[src/rtl/rand_fill_ctrl.sv]
// Fill sequencer: samples the LFSR every STRIDE cycles, filters each value
// and streams accepted values to consecutive array addresses.
module rand_fill_ctrl #(
  parameter int unsigned N         = 8,
  parameter int unsigned ADDR_W    = 3,
  parameter int unsigned STRIDE    = 1,
  parameter int unsigned MAX_VAL   = 15,
  parameter int unsigned REJ_LIMIT = 32
) (
  input  logic              clk,
  input  logic              rst,
  input  logic              start,
  input  logic              abort,
  input  logic              uniq,
  input  logic [3:0]        rnd_in,
  output logic              wr_en,
  output logic [ADDR_W-1:0] wr_addr,
  output logic [3:0]        wr_data,
  output logic              busy,
  output logic              done,
  output logic              err
);

  localparam int unsigned VAL_W = 4;
  localparam int unsigned REJ_W = 8;

  localparam logic [VAL_W-1:0]  STRIDE_RELOAD = VAL_W'(STRIDE - 1);
  localparam logic [ADDR_W-1:0] LAST_IDX      = ADDR_W'(N - 1);
  localparam logic [REJ_W-1:0]  REJ_MAX       = REJ_W'(REJ_LIMIT);
  localparam logic [VAL_W:0]    MAX_VAL_X     = (VAL_W + 1)'(MAX_VAL);

  typedef enum logic {
    IDLE,
    RUN
  } state_e;

  state_e              state_q, state_d;
  logic [ADDR_W-1:0]   idx_q, idx_d;
  logic [15:0]         seen_q, seen_d;
  logic [REJ_W-1:0]    rej_q, rej_d;
  logic [VAL_W-1:0]    stride_q, stride_d;
  logic                uniq_q, uniq_d;
  logic                wr_en_q, wr_en_d;
  logic [ADDR_W-1:0]   wr_addr_q, wr_addr_d;
  logic [VAL_W-1:0]    wr_data_q, wr_data_d;
  logic                busy_q, busy_d;
  logic                done_q, done_d;
  logic                err_q, err_d;
  logic                accept_c;

  // Sample filter: non-zero, within range, and unseen when uniqueness is on
  always_comb begin
    accept_c = (rnd_in != '0) && ({1'b0, rnd_in} <= MAX_VAL_X) &&
               !(uniq_q && seen_q[rnd_in]);
  end

  always_comb begin
    state_d   = state_q;
    idx_d     = idx_q;
    seen_d    = seen_q;
    rej_d     = rej_q;
    stride_d  = stride_q;
    uniq_d    = uniq_q;
    wr_en_d   = 1'b0;
    wr_addr_d = wr_addr_q;
    wr_data_d = wr_data_q;
    done_d    = 1'b0;
    err_d     = 1'b0;

    unique case (state_q)
      IDLE: begin
        if (start && !abort) begin
          state_d  = RUN;
          idx_d    = '0;
          seen_d   = '0;
          rej_d    = '0;
          stride_d = STRIDE_RELOAD;
          uniq_d   = uniq;
        end
      end
      RUN: begin
        if (abort) begin
          state_d = IDLE;
        end else if (stride_q != '0) begin
          stride_d = stride_q - VAL_W'(1);
        end else begin
          stride_d = STRIDE_RELOAD;
          if (accept_c) begin
            wr_en_d        = 1'b1;
            wr_addr_d      = idx_q;
            wr_data_d      = rnd_in;
            seen_d[rnd_in] = 1'b1;
            rej_d          = '0;
            if (idx_q == LAST_IDX) begin
              done_d  = 1'b1;
              state_d = IDLE;
            end else begin
              idx_d = idx_q + ADDR_W'(1);
            end
          end else begin
            rej_d = rej_q + REJ_W'(1);
            // Watchdog: too many consecutive rejects means the source is stuck
            if (rej_q + REJ_W'(1) == REJ_MAX) begin
              err_d   = 1'b1;
              state_d = IDLE;
            end
          end
        end
      end
      default: state_d = IDLE;
    endcase

    busy_d = (state_d == RUN);
  end

  always_ff @(posedge clk or posedge rst) begin
    if (rst) begin
      state_q   <= IDLE;
      idx_q     <= '0;
      seen_q    <= '0;
      rej_q     <= '0;
      stride_q  <= '0;
      uniq_q    <= 1'b0;
      wr_en_q   <= 1'b0;
      wr_addr_q <= '0;
      wr_data_q <= '0;
      busy_q    <= 1'b0;
      done_q    <= 1'b0;
      err_q     <= 1'b0;
    end else begin
      state_q   <= state_d;
      idx_q     <= idx_d;
      seen_q    <= seen_d;
      rej_q     <= rej_d;
      stride_q  <= stride_d;
      uniq_q    <= uniq_d;
      wr_en_q   <= wr_en_d;
      wr_addr_q <= wr_addr_d;
      wr_data_q <= wr_data_d;
      busy_q    <= busy_d;
      done_q    <= done_d;
      err_q     <= err_d;
    end
  end

  assign wr_en   = wr_en_q;
  assign wr_addr = wr_addr_q;
  assign wr_data = wr_data_q;
  assign busy    = busy_q;
  assign done    = done_q;
  assign err     = err_q;

endmodule

[config.mk]
export PLATFORM = sky130hd
export DESIGN_NAME = rand_fill_ctrl
export DESIGN_NICKNAME = d
export VERILOG_FILES = /design/src/rtl/rand_fill_ctrl.sv
export SDC_FILE = /design/constraint.sdc
export NUM_CORES = 1
export LEC_CHECK = 0
export BUFFER_PORTS_ARGS = -buffer_cell sky130_fd_sc_hd__buf_2
export CORE_MARGIN = 4
export CORE_UTILIZATION = 47
export DETAILED_ROUTE_END_ITERATION = 10
export GPL_TIMING_DRIVEN = 0
export PLACE_DENSITY_LB_ADDON = 0.05
export RECOVER_POWER = 50
export SKIP_LAST_GASP = 1
export SLEW_MARGIN = 5
export SYNTH_ARGS = -nofsm -noshare
export SYNTH_HDL_FRONTEND = slang
export SYNTH_SLANG_ARGS = --single-unit
[constraint.sdc]
create_clock -name clk -period 2.51 [get_ports clk]
set_input_delay 0.1255 -clock clk [delete_from_list [all_inputs] [get_ports clk]]
set_output_delay 0.1255 -clock clk [all_outputs]
set_load 0.1 [all_outputs]
* After elaboration in Yosys (flattened, before gate mapping)
Cells that the tools add are included.
Operators by class: multiply operators 0, reductions and logical operators 14, mux-type cells 45, bitwise gates (word level) 4, divide/modulo/power cells 0, magnitude comparators 2, equal/unequal tests 7, shift-type cells 0, add/sub/neg operators 3
Operators by type and width (number):
- 16-bit two-way mux | 4
- 8-bit two-way mux | 4
- 16-bit one-hot mux with 2 select lines | 1
- 1-bit two-way mux | 22
- 16-bit bitwise OR | 1
- 8-bit one-hot mux with 2 select lines | 1
- 3-bit two-way mux | 5
- 4-bit two-way mux | 3
- 8-bit by 1-bit adder with 8-bit output (second input constant) | 1
- 8-bit by 6-bit equality test with 1-bit output (second input constant) | 1
- 2-bit inequality test (second input constant) | 4
- 4-bit one-hot mux with 2 select lines | 1
- 4-bit AND reduction | 2
- 4-bit nonzero test | 2
- 3-bit one-hot mux with 2 select lines | 1
- 4-bit by 5-bit < comparator with 1-bit output (second input constant) | 1
- 5-bit AND reduction | 1
- 1-bit binary-select mux with 4-bit select | 1
- 1-bit demux with 4-bit select | 1
- 4-bit by 1-bit greater-or-equal comparator with 1-bit output (second input constant) | 1
- 1-bit logical AND | 4
- 2-bit AND reduction | 2
- 4-bit by 1-bit subtractor with 4-bit output (second input constant) | 1
- 3-bit by 1-bit adder with 3-bit output (second input constant) | 1
- 6 further kinds | 9
Word-level totals: register bits after elaboration 43, ROM bits 0, memories 0, latch bits 0, output and inout bits 11, bits in writable memories 0

* Longest topological paths before layout
Gate-level depths: netlist of run 1.
depth in word-level cells 9, gate-level depth with buffers 9, gate-level depth less buffers 7

* Least setup slack after synthesis of run 1
No wires, ideal clock.
path kind register -> register, start register busy (netlist name), end register wr_addr_q[0] (netlist: wr_addr[0]), cell stages (with the launch flop) 8, library setup time 0.126 ns, required time 2.384 ns, setup slack -0.139 ns, clock period less this slack 2.649 ns, arrival 2.522 ns, cells stage by stage dfrtp_1 -> and4bb_1 -> o21ba_1 -> buf_2 -> nand2_1 -> nor3_2 -> buf_6 -> mux2_4
RTL lines:
- end signal: assignment | line 138 | wr_addr_q <= wr_addr_d;
- end: declaration | line 44 | logic [ADDR_W-1:0] wr_addr_q, wr_addr_d;

* Final worst setup path of run 1
start register stride_q[0], end register wr_addr_q[0] (netlist: wr_addr[0])
Between the ends: longest elaborated chain between the ends 3
RTL lines:
- start: declaration | line 41 | logic [VAL_W-1:0] stride_q, stride_d;
- start signal: assignment | line 135 | stride_q <= stride_d;
- 4-bit nonzero test | line 84 | end else if (stride_q != '0) begin
- 1-bit inverter (no source line)
- 4-bit AND reduction (no source line)
No other way between the ends. A chain may end at the register's enable or synchronous reset.

==> impl_results.md, run 1 <==
- Synthesized flop and latch total: 43
- Setup TNS Final: 0 ps
- Detailed placer's ending HPWL: 3519 um
- Number of flops mapped to enable cells by yosys: 0
- DRT antenna net count: 0
- Max Freq: 433.4 MHz
- Pleak: 1.147 nW
- Setup ws final: 202.9 ps
- Slew margin rel.: 22.33%
- First-pass GRT wire length: 8949 um
- Clk slew on worst S/H paths: 80 ps
- Setup Skew: 10.61 ps
- Synth Cell Area: 0.002354 sq mm
- Maxcap violations: 0
- Ys flop type: dfrtp_1
- Yosys top cell area share: 45.72%
- Tot Pwr: 2.330 mW
- Post-route insts no fill: 317
- Dpl cells: 308
- Port Buffer Count: 17
- Critical path type: flop to flop
- Routed vias: 1751
- Top cells by area, synth: dfrtp_1, nand2_1, mux2_4
- RePlAce Congestion: 0.7939
- Fin area: 0.002614 sq mm
- Setup crit end kind: flop
- P per Cell Area: 891.5 mW/mm^2
- Layout Area Growth over Synthesis: 11.06%
- Slew Viols, Final: 0
- Worst vdd ir: 0.0008326 V
- Setup repair after global routing missed its margin: false
- DR WL/cell: 15.42 um
- HP Class: input port to flop
- Root Buffer: clkbuf_8
- CP max FO: 10
- Inserted Clock Buffers: 5
- Largest net degree at the start of global routing: 36
- Fraction of layout cells with a size suffix above 1: 18.40%
- Worst-Skew Late Latency: 290 ps
- Most common cell in the synthesized netlist: dfrtp_1
- Antenna Cells: 0
- Final hold viol count: 0
- Synth warn: 0
- Post-synthesis cell count: 223
- Initial core utilization: 49.18%
- Vias in the first global route: 1845
- # resized after CTS: 0
- Post-Route WL: 4889 um
- Worst Path Required: 2690 ps
- Synth area leader: dfrtp_1
- CTS Sinks: 43
- GRT Total Usage: 18.18%
- Iter 0 DRT Violations: 121
- Post-synthesis sequential area ratio: 45.72%
- Chip width: 78.77 um
- Post-Syn Area per Cell: 10.55 sq um
- Crit start category: flop
- Die Height: 78.77 um
- Final Cycle Share: 91.92%
- CTS HTree Levels: 2
- Io pins: 20
- DR DRC count: 0
- Status: finished clean
- Minimum clock period: 2307 ps
- CP arrival: 2480 ps
- Antenna violations before repair: 0
- GRT overflow: 0
- Final setup viols: 0
- Slew at the pin with the worst max-slew slack: 1170 ps
- Clk buf depth: 2
- Place WS: 231.5 ps
- DP Area: 0.002544 sq mm
- CTS tree: built
- Vias per cell: 5.524
- DRT Pass-1 Iters: 4
- Synth cell types: 54
- Synth Net Count: 237
- Die area: 0.006204 sq mm
- Core Region: 0.004786 sq mm
- Std-Cell Rows: 25
- NumNets Final: 263
- Async SR Flop Fraction: 100.0%
- Commonest cells in the netlist: dfrtp_1, nand2_1, o21ai_1, nand4_1, nor2b_1
## worst paths after layout
path,start,to,slack (ps),depth (start not counted)
setup / recovery,stride_q[0],wr_addr[0],200,9
hold / removal,uniq,uniq_q,70,2
setup reg to reg,stride_q[0],wr_addr[0],200,9
hold reg to reg,seen_q[12],seen_q[12],480,2
max in group asynchronous,rst,busy,1000,4
min in group asynchronous,rst,stride_q[2],320,3
## through the flow
step                util, %  hold WS (ps)
floorplan                 -         273.6
global placement      52.73         371.3
detailed placement    53.15         55.70
CTS                   55.06         66.49
global route          54.61         68.22
finish                54.61         69.33
## report_power, final
group          total (mW)  internal [mW]  leakage (nW)  switching, mW
combinational        1.01          0.246         0.522          0.766
clock               0.425          0.196        0.0422          0.230
sequential          0.892          0.808         0.583         0.0835
total                2.33           1.25          1.15           1.08
## timing repair
item | CTS | global route
hold buffers | 1 | 0
hold endpoints to repair | 8 | 0
buffers inserted | 0 | 0
## per-layer routing
layer / GRT usage, % / vias up / part of all wire, %
met5: 0 / - / 0
met4: 4.196 / 0 / 1.1
met3: 3.855 / 6 / 3.8
met2: 28.61 / 36 / 46
met1: 25.75 / 852 / 49
li1: - / 857 / -
## cells by family after synthesis
logic type,synth area share (%)
AOI/OAI and AO/OA,15.31
buffers and inverters,4.625
and+or+nand+nor,20.89
xor gates and xnor gates,1.117
adders and majority gates,2.658
muxes,9.675
DFF,45.72
## cell type report
type | count | area [sq um]
buffer | 14 | 82.58
multi-input combinational | 159 | 1169
sequential | 43 | 1077
clock inverter | 1 | 5.005
clock buffer | 7 | 76.32
timing repair buffer | 19 | 93.84
fill | 458 | 2172
inverter | 7 | 26.28
tap | 67 | 83.83
## sequential cells by signal (all words and copies together) (netlist names)
name,flops
busy,1
done,1
err,1
idx_q,3
rej_q,8
seen_q,16
stride_q,4
uniq_q,1
wr_addr,3
wr_data,4
wr_en,1
## layout by cell type, fill, tap and decap left out, types with 3 or more instances in the layout
cell,n
a32o_1,5
mux2i_1,4
buf_6,3
inv_1,7
mux4_2,3
ha_1,5
nor2b_1,8
nand2b_1,3
o211ai_1,5
o21ai_1,15
nor3_1,3
mux2_4,5
buf_2,15
and2_1,3
nand4_1,12
nor2_1,7
o21ai_0,6
xor2_1,3
clkbuf_8,5
dfrtp_1,42
nand2_1,35
clkbuf_1,13
## worst max-delay path, stage by stage (launching register included)
cell	delay, ps
dfrtp_1	410
inv_1	70
ha_1	190
and4bb_1	230
o21ba_1	130
buf_2	190
nand2_1	150
nor3_2	280
buf_6	210
mux2_4	310
No activity file was read; power rests on OpenSTA's default activity.
==> inputs of run 2 (changes only) <==
- ABC_AREA: default -> 1
- RECOVER_POWER: 50 -> 25
==> run 2 against run 1 <==
Compared with the run above: first-iteration DRC count shrank 13%; die area is 0.62% lower; clock power rose by 31%; sequential cell count stayed put; global-route usage down 1.2 points.
==> impl_results.md, run 2 <==
- Setup repair after global routing missed its margin: false
- Routed vias: 1842
- Worst-Skew Late Latency: 290 ps
- Synth warn: 0
- HP Class: input port to flop
- Slew at the pin with the worst max-slew slack: 599.4 ps
- Post-Synth Simple-Gate Area: 28.05%
- RePlAce Congestion: 0.8057
- Status: finished clean
- Post-Syn Area per Cell: 8.172 sq um
- Clk slew on worst S/H paths: 80 ps
- Post-Route WL: 4655 um
- Async SR Flop Fraction: 100.0%
- Std-Cell Rows: 25
- Worst hold start: abort
- Post-synthesis sequential area ratio: 46.04%
- Highest-count cells in the layout ignoring fill and taps: nand2_1, dfrtp_1, nor2_1
- CTS HTree Levels: 2
- P per Cell Area: 905.5 mW/mm^2
- First-pass GRT wire length: 8273 um
- Crit-path most repeated cell: inv_1
- Ys flop type: dfrtp_1
- Slew margin rel.: 59.62%
- Yosys top cell area share: 46.04%
- Most common cell in the synthesized netlist: nand2_1
- Synth Net Count: 300
- Setup ws final: 515.4 ps
- Port Buffer Count: 18
- Max stage delay cell, worst path: dfrtp_1
- Inserted Clock Buffers: 5
- Post-synthesis cell count: 286
- CP max FO: 6
- Vias in the first global route: 1787
- Setup crit end kind: flop
- DR DRC count: 0
- Core Util, Final: 55.56%
- Flop2flop setup slack: 520 ps
- Place WS: 576.3 ps
- Biggest regs: seen_q (16), rej_q (8)
- Synth Area in Compound Gates: 12.79%
- Iter 0 DRT Violations: 105
- XOR/XNOR share of the synthesized area: 2.623%
- Synth area leader: dfrtp_1
- Worst Path Required: 2720 ps
- Synth Area in Adders: 2.677%
- Chip width: 78.52 um
- Hold slack: 24.18 ps
- Io pins: 20
- Setup TNS Final: 0 ps
- DRT Pass-1 Iters: 4
- Synthesized flop and latch total: 43
- Root Buffer: clkbuf_8
- DR WL/cell: 12.22 um
- CTS Sinks: 43
- Setup Skew: 4.637 ps
- GRT Total Usage: 16.96%
- Top cells by area, synth: dfrtp_1, nand2_1, o21ai_2
- Maxcap violations: 0
- Hold endpoint: done
- Antenna Cells: 0
- Final Cycle Share: 79.47%
- Final setup viols: 0
- End of the worst register-to-register path: rej_q[6]
- Worst r2r src: stride_q[0]
- Largest reg by FF count: seen_q
- Post-synthesis mux area share: 0.4818%
- Largest family of logic cells by synthesized area: simple AND/OR/NAND/NOR gates
- Most common cell after layout, fill and taps aside: nand2_1
- Fraction of layout cells with a size suffix above 1: 21.34%
- Worst-path cell chain: inv_1, ha_1, inv_1, nor3_2, inv_1, a21oi_4, nand3_1, o21ai_0
- Antenna violations before repair: 0
- Max reg flops: 16
- Detailed placer's ending HPWL: 3391 um
- Core Region: 0.004786 sq mm
- Reg2Reg Depth: 8
- Max Freq: 501.4 MHz
- Vias per cell: 4.835
- Commonest cells in the netlist: nand2_1, dfrtp_1, nor2_1, inv_1, o21ai_0
- Worst vdd ir: 0.0003893 V
- CP arrival: 2210 ps
- Largest net degree at the start of global routing: 30
- Synth cell types: 27
- NumNets Final: 327
- Die Height: 78.52 um
- Tot Pwr: 2.407 mW
- Clk buf depth: 2
- Layout Area Growth over Synthesis: 13.76%
- Die area: 0.006165 sq mm
- Number of flops mapped to enable cells by yosys: 0
- Slew Viols, Final: 0
- Synth Cell Area: 0.002337 sq mm
- Crit start category: flop
- CTS tree: built
- Slowest stage delay, CP: 370 ps
- Setup bufs post-CTS: 0
- Final hold viol count: 0
- DRT antenna net count: 0
- Hold Path Depth: 2
- Critical path type: flop to flop
- GRT overflow: 0
- Minimum clock period: 1995 ps
- Initial core utilization: 48.84%
- Pleak: 1.367 nW
run 2: kinds of logic after synthesis:
logic type                 Yosys count
buffers and inverters               32
xor gates and xnor gates             7
DFF                                 43
AOI/OAI and AO/OA                   45
muxes                                1
adders and majority gates            5
and+or+nand+nor                    153
run 2: what timing repair did:
action                                  4_1_cts  5_1_grt
endpoints found under the hold margin        14        0
resized for setup                             0        0
endpoints found under the setup margin        0        0
hold buffers                                  1        0
run 2: worst max-delay path by stage:
stage	cells after the start	from	slack [ps]	end
2_1_floorplan	8	busy	330	idx_q[0]
3_3_place_gp	10	stride_q[0]	590	rej_q[7]
3_5_place_dp	10	stride_q[0]	580	rej_q[4]
4_1_cts	10	stride_q[0]	560	rej_q[4]
5_1_grt	10	stride_q[0]	310	rej_q[4]
6_report	8	stride_q[0]	520	rej_q[6]
run 2: stage by stage:
step | cell area (sq um) | std cells
3_3_place_gp | 2511 | 371
3_5_place_dp | 2531 | 372
5_1_grt | 2659 | 381
6_report | 2659 | 381
2_1_floorplan | 2337 | 286
4_1_cts | 2659 | 381
run 2: cell type report:
class	count	area, sq um
inverters	24	90.09
flip-flops and latches	43	1076
plain buffers	8	81.33
multi-input cells	211	1090
repair buffers	20	120.1
clock buffers	6	82.58
well taps	67	83.83
fillers	463	2127
clock inverters	2	35.03
run 2: worst max-delay path, delay by kind of cell (launching register included):
| family | cells | cell delay [ps] |
|---|---|---|
| and+or+nand+nor | 2 | 560 |
| AOI/OAI and AO/OA | 2 | 470 |
| DFF | 1 | 370 |
| buffers and inverters | 3 | 320 |
| adders and majority gates | 1 | 180 |
run 2: power by group:
group	switching [mW]	internal [mW]	total, mW
clock network	0.235	0.322	0.557
logic	0.731	0.224	0.955
registers	0.0779	0.817	0.895
total	1.04	1.36	2.41
run 2: routing by layer:
layer	GRT usage [%]	vias to the layer above	wire length (um)
li1	-	966	-
met1	22.52	852	2350
met2	27.50	20	2110
met3	3.784	4	139
met4	5.245	0	53
met5	0	-	0
==> inputs of run 3 (changes only) <==
- clock period: 2.51 -> 1.8 ns (I/O delays scaled with it)
==> run 3 against run 2 <==
Compared with the run above: critical path type unchanged; critical path depth fell by 4; global-route usage up 0.40 points; setup slack got worse by 410 ps; hold slack better by 12 ps.
==> impl_results.md, run 3 (synthesized netlist as in run 2, its figures left out) <==
- Status: finished clean
- Minimum clock period: 1695 ps
- NumNets Final: 334
- Vias in the first global route: 1824
- Setup ws final: 104.9 ps
- Clk buf depth: 2
- Max stage delay cell, worst path: dfrtp_4
- HP Class: input port to flop
- Worst vdd ir: 0.0005646 V
- Final hold viol count: 0
- Reg2Reg Depth: 4
- Std-Cell Rows: 25
- CTS Sinks: 43
- DRT antenna net count: 0
- Place WS: -128.6 ps
- CTS HTree Levels: 2
- Highest-count cells in the layout ignoring fill and taps: nand2_1, dfrtp_1, nor2_1
- CP arrival: 1880 ps
- Final Cycle Share: 94.17%
- Flop2flop setup slack: 100 ps
- First-pass GRT wire length: 8466 um
- Worst Path Required: 1990 ps
- Post-route insts no fill: 388
- Hold Path Depth: 2
- Crit start category: flop
- RePlAce Congestion: 0.8233
- Routed vias: 1856
- Antenna Cells: 0
- CP Buf/Inv Count: 1
- Met1 usage: 24.11%
- Largest net degree at the start of global routing: 30
- GRT busiest layer: met2
- Most common cell after layout, fill and taps aside: nand2_1
- Critical Path Start: busy
- Die Height: 78.52 um
- Critical path type: flop to flop
- Met3 Usage GRT: 4.128%
- Iter 0 DRT Violations: 94
- CP max FO: 6
- Die area: 0.006165 sq mm
- Slew Viols, Final: 0
- Slowest stage delay, CP: 480 ps
- DR WL/cell: 11.96 um
- Clk slew on worst S/H paths: 80 ps
- End of the worst register-to-register path: uniq_q
- Biggest regs: seen_q (16), rej_q (8)
- Top delay family on crit path: flip-flops
- P per Cell Area: 1241 mW/mm^2
- Post-Route WL: 4642 um
- Worst-Skew Late Latency: 300 ps
- Worst r2r src: busy
- Root Buffer: clkbuf_8
- Fraction of layout cells with a size suffix above 1: 25.55%
- Largest reg by FF count: seen_q
- Setup repair after global routing missed its margin: true
- Tot Pwr: 3.388 mW
- Hold endpoint: uniq_q
- Setup Skew: 3.936 ps
- Core Region: 0.004786 sq mm
- Chip width: 78.52 um
- M2 GR Usage: 26.83%
- Worst hold start: uniq
- Max Freq: 589.9 MHz
- Layout Area Growth over Synthesis: 16.81%
- Inserted Clock Buffers: 5
- CTS tree: built
- Antenna violations before repair: 0
- Worst-path cell chain: o21ai_1, inv_1, nand2_1, mux2_2
- Dpl cells: 372
- Initial core utilization: 48.84%
- Io pins: 20
- Max reg flops: 16
- Vias per cell: 4.784
- Pleak: 1.379 nW
- DRT Pass-1 Iters: 4
- Detailed placer's ending HPWL: 3388 um
- Instance count on the critical path: 4
- Port Buffer Count: 18
- Maxcap violations: 0
- Slew margin rel.: 58.15%
- Slew at the pin with the worst max-slew slack: 627.1 ps
- GRT Total Usage: 17.36%
- Final setup viols: 0
- DR DRC count: 0
- Setup crit end kind: flop
- GRT overflow: 0
==> run 3: cell types whose count changed in the layout (fill, tap and decap cells not counted), moves of 2 or more <==
cell and delta:
nor3_1 -2, nand3_2 +2, inv_2 +3, inv_1 -4
nand3_1 -2, buf_4 +5
==> run 3: power breakdown <==
group          leakage [nW]  switching (mW)  total [mW]  internal [mW]
logic                 0.755            1.07        1.51          0.435
registers             0.582           0.121        1.26           1.14
clock network        0.0412           0.346       0.618          0.272
total                  1.38            1.54        3.39           1.85
==> run 3: worst max path at each step <==
stage	to	slack [ps]
final	uniq_q	100
after global routing	busy	-30
after CTS	seen_q[6]	-5
after detailed placement	rej_q[0]	-130
after global placement	busy	-160
after floorplan	idx_q[0]	9
==> run 3: metrics by stage <==
stage               util (%)  area, sq um  TNS (ps)  hold slack, ps
detailed placement     52.97         2535     -2273           75.26
global route           57.05         2730    -44.26           38.30
CTS                    55.97         2679    -14.80           28.05
floorplan                  -         2341         0           160.8
finish                 57.05         2730         0           36.16
global placement       52.55         2515     -2586           289.7
==> run 3: repair_timing <==
action                                  4_1_cts  5_1_grt
hold buffers                                  2        0
setup buffers                                 3        3
pin swaps                                     2        6
resized for setup                             4        9
endpoints found under the hold margin        15        0
endpoints found under the setup margin       25       34
==> run 3: metal layers <==
layer	wire, um	vias to the layer above
li1	-	981
met4	63	0
met1	2436	835
met3	187	6
met5	0	-
met2	1954	34
==> run 3: cell type report <==
cell class | instances | area, sq um
fillers | 444 | 2056
multi-input cells | 211 | 1129
flip-flops and latches | 43 | 1080
repair buffers | 27 | 178.9
inverters | 24 | 92.59
well taps | 67 | 83.83
plain buffers | 8 | 81.33
clock buffers | 6 | 72.57
clock inverters | 2 | 12.51
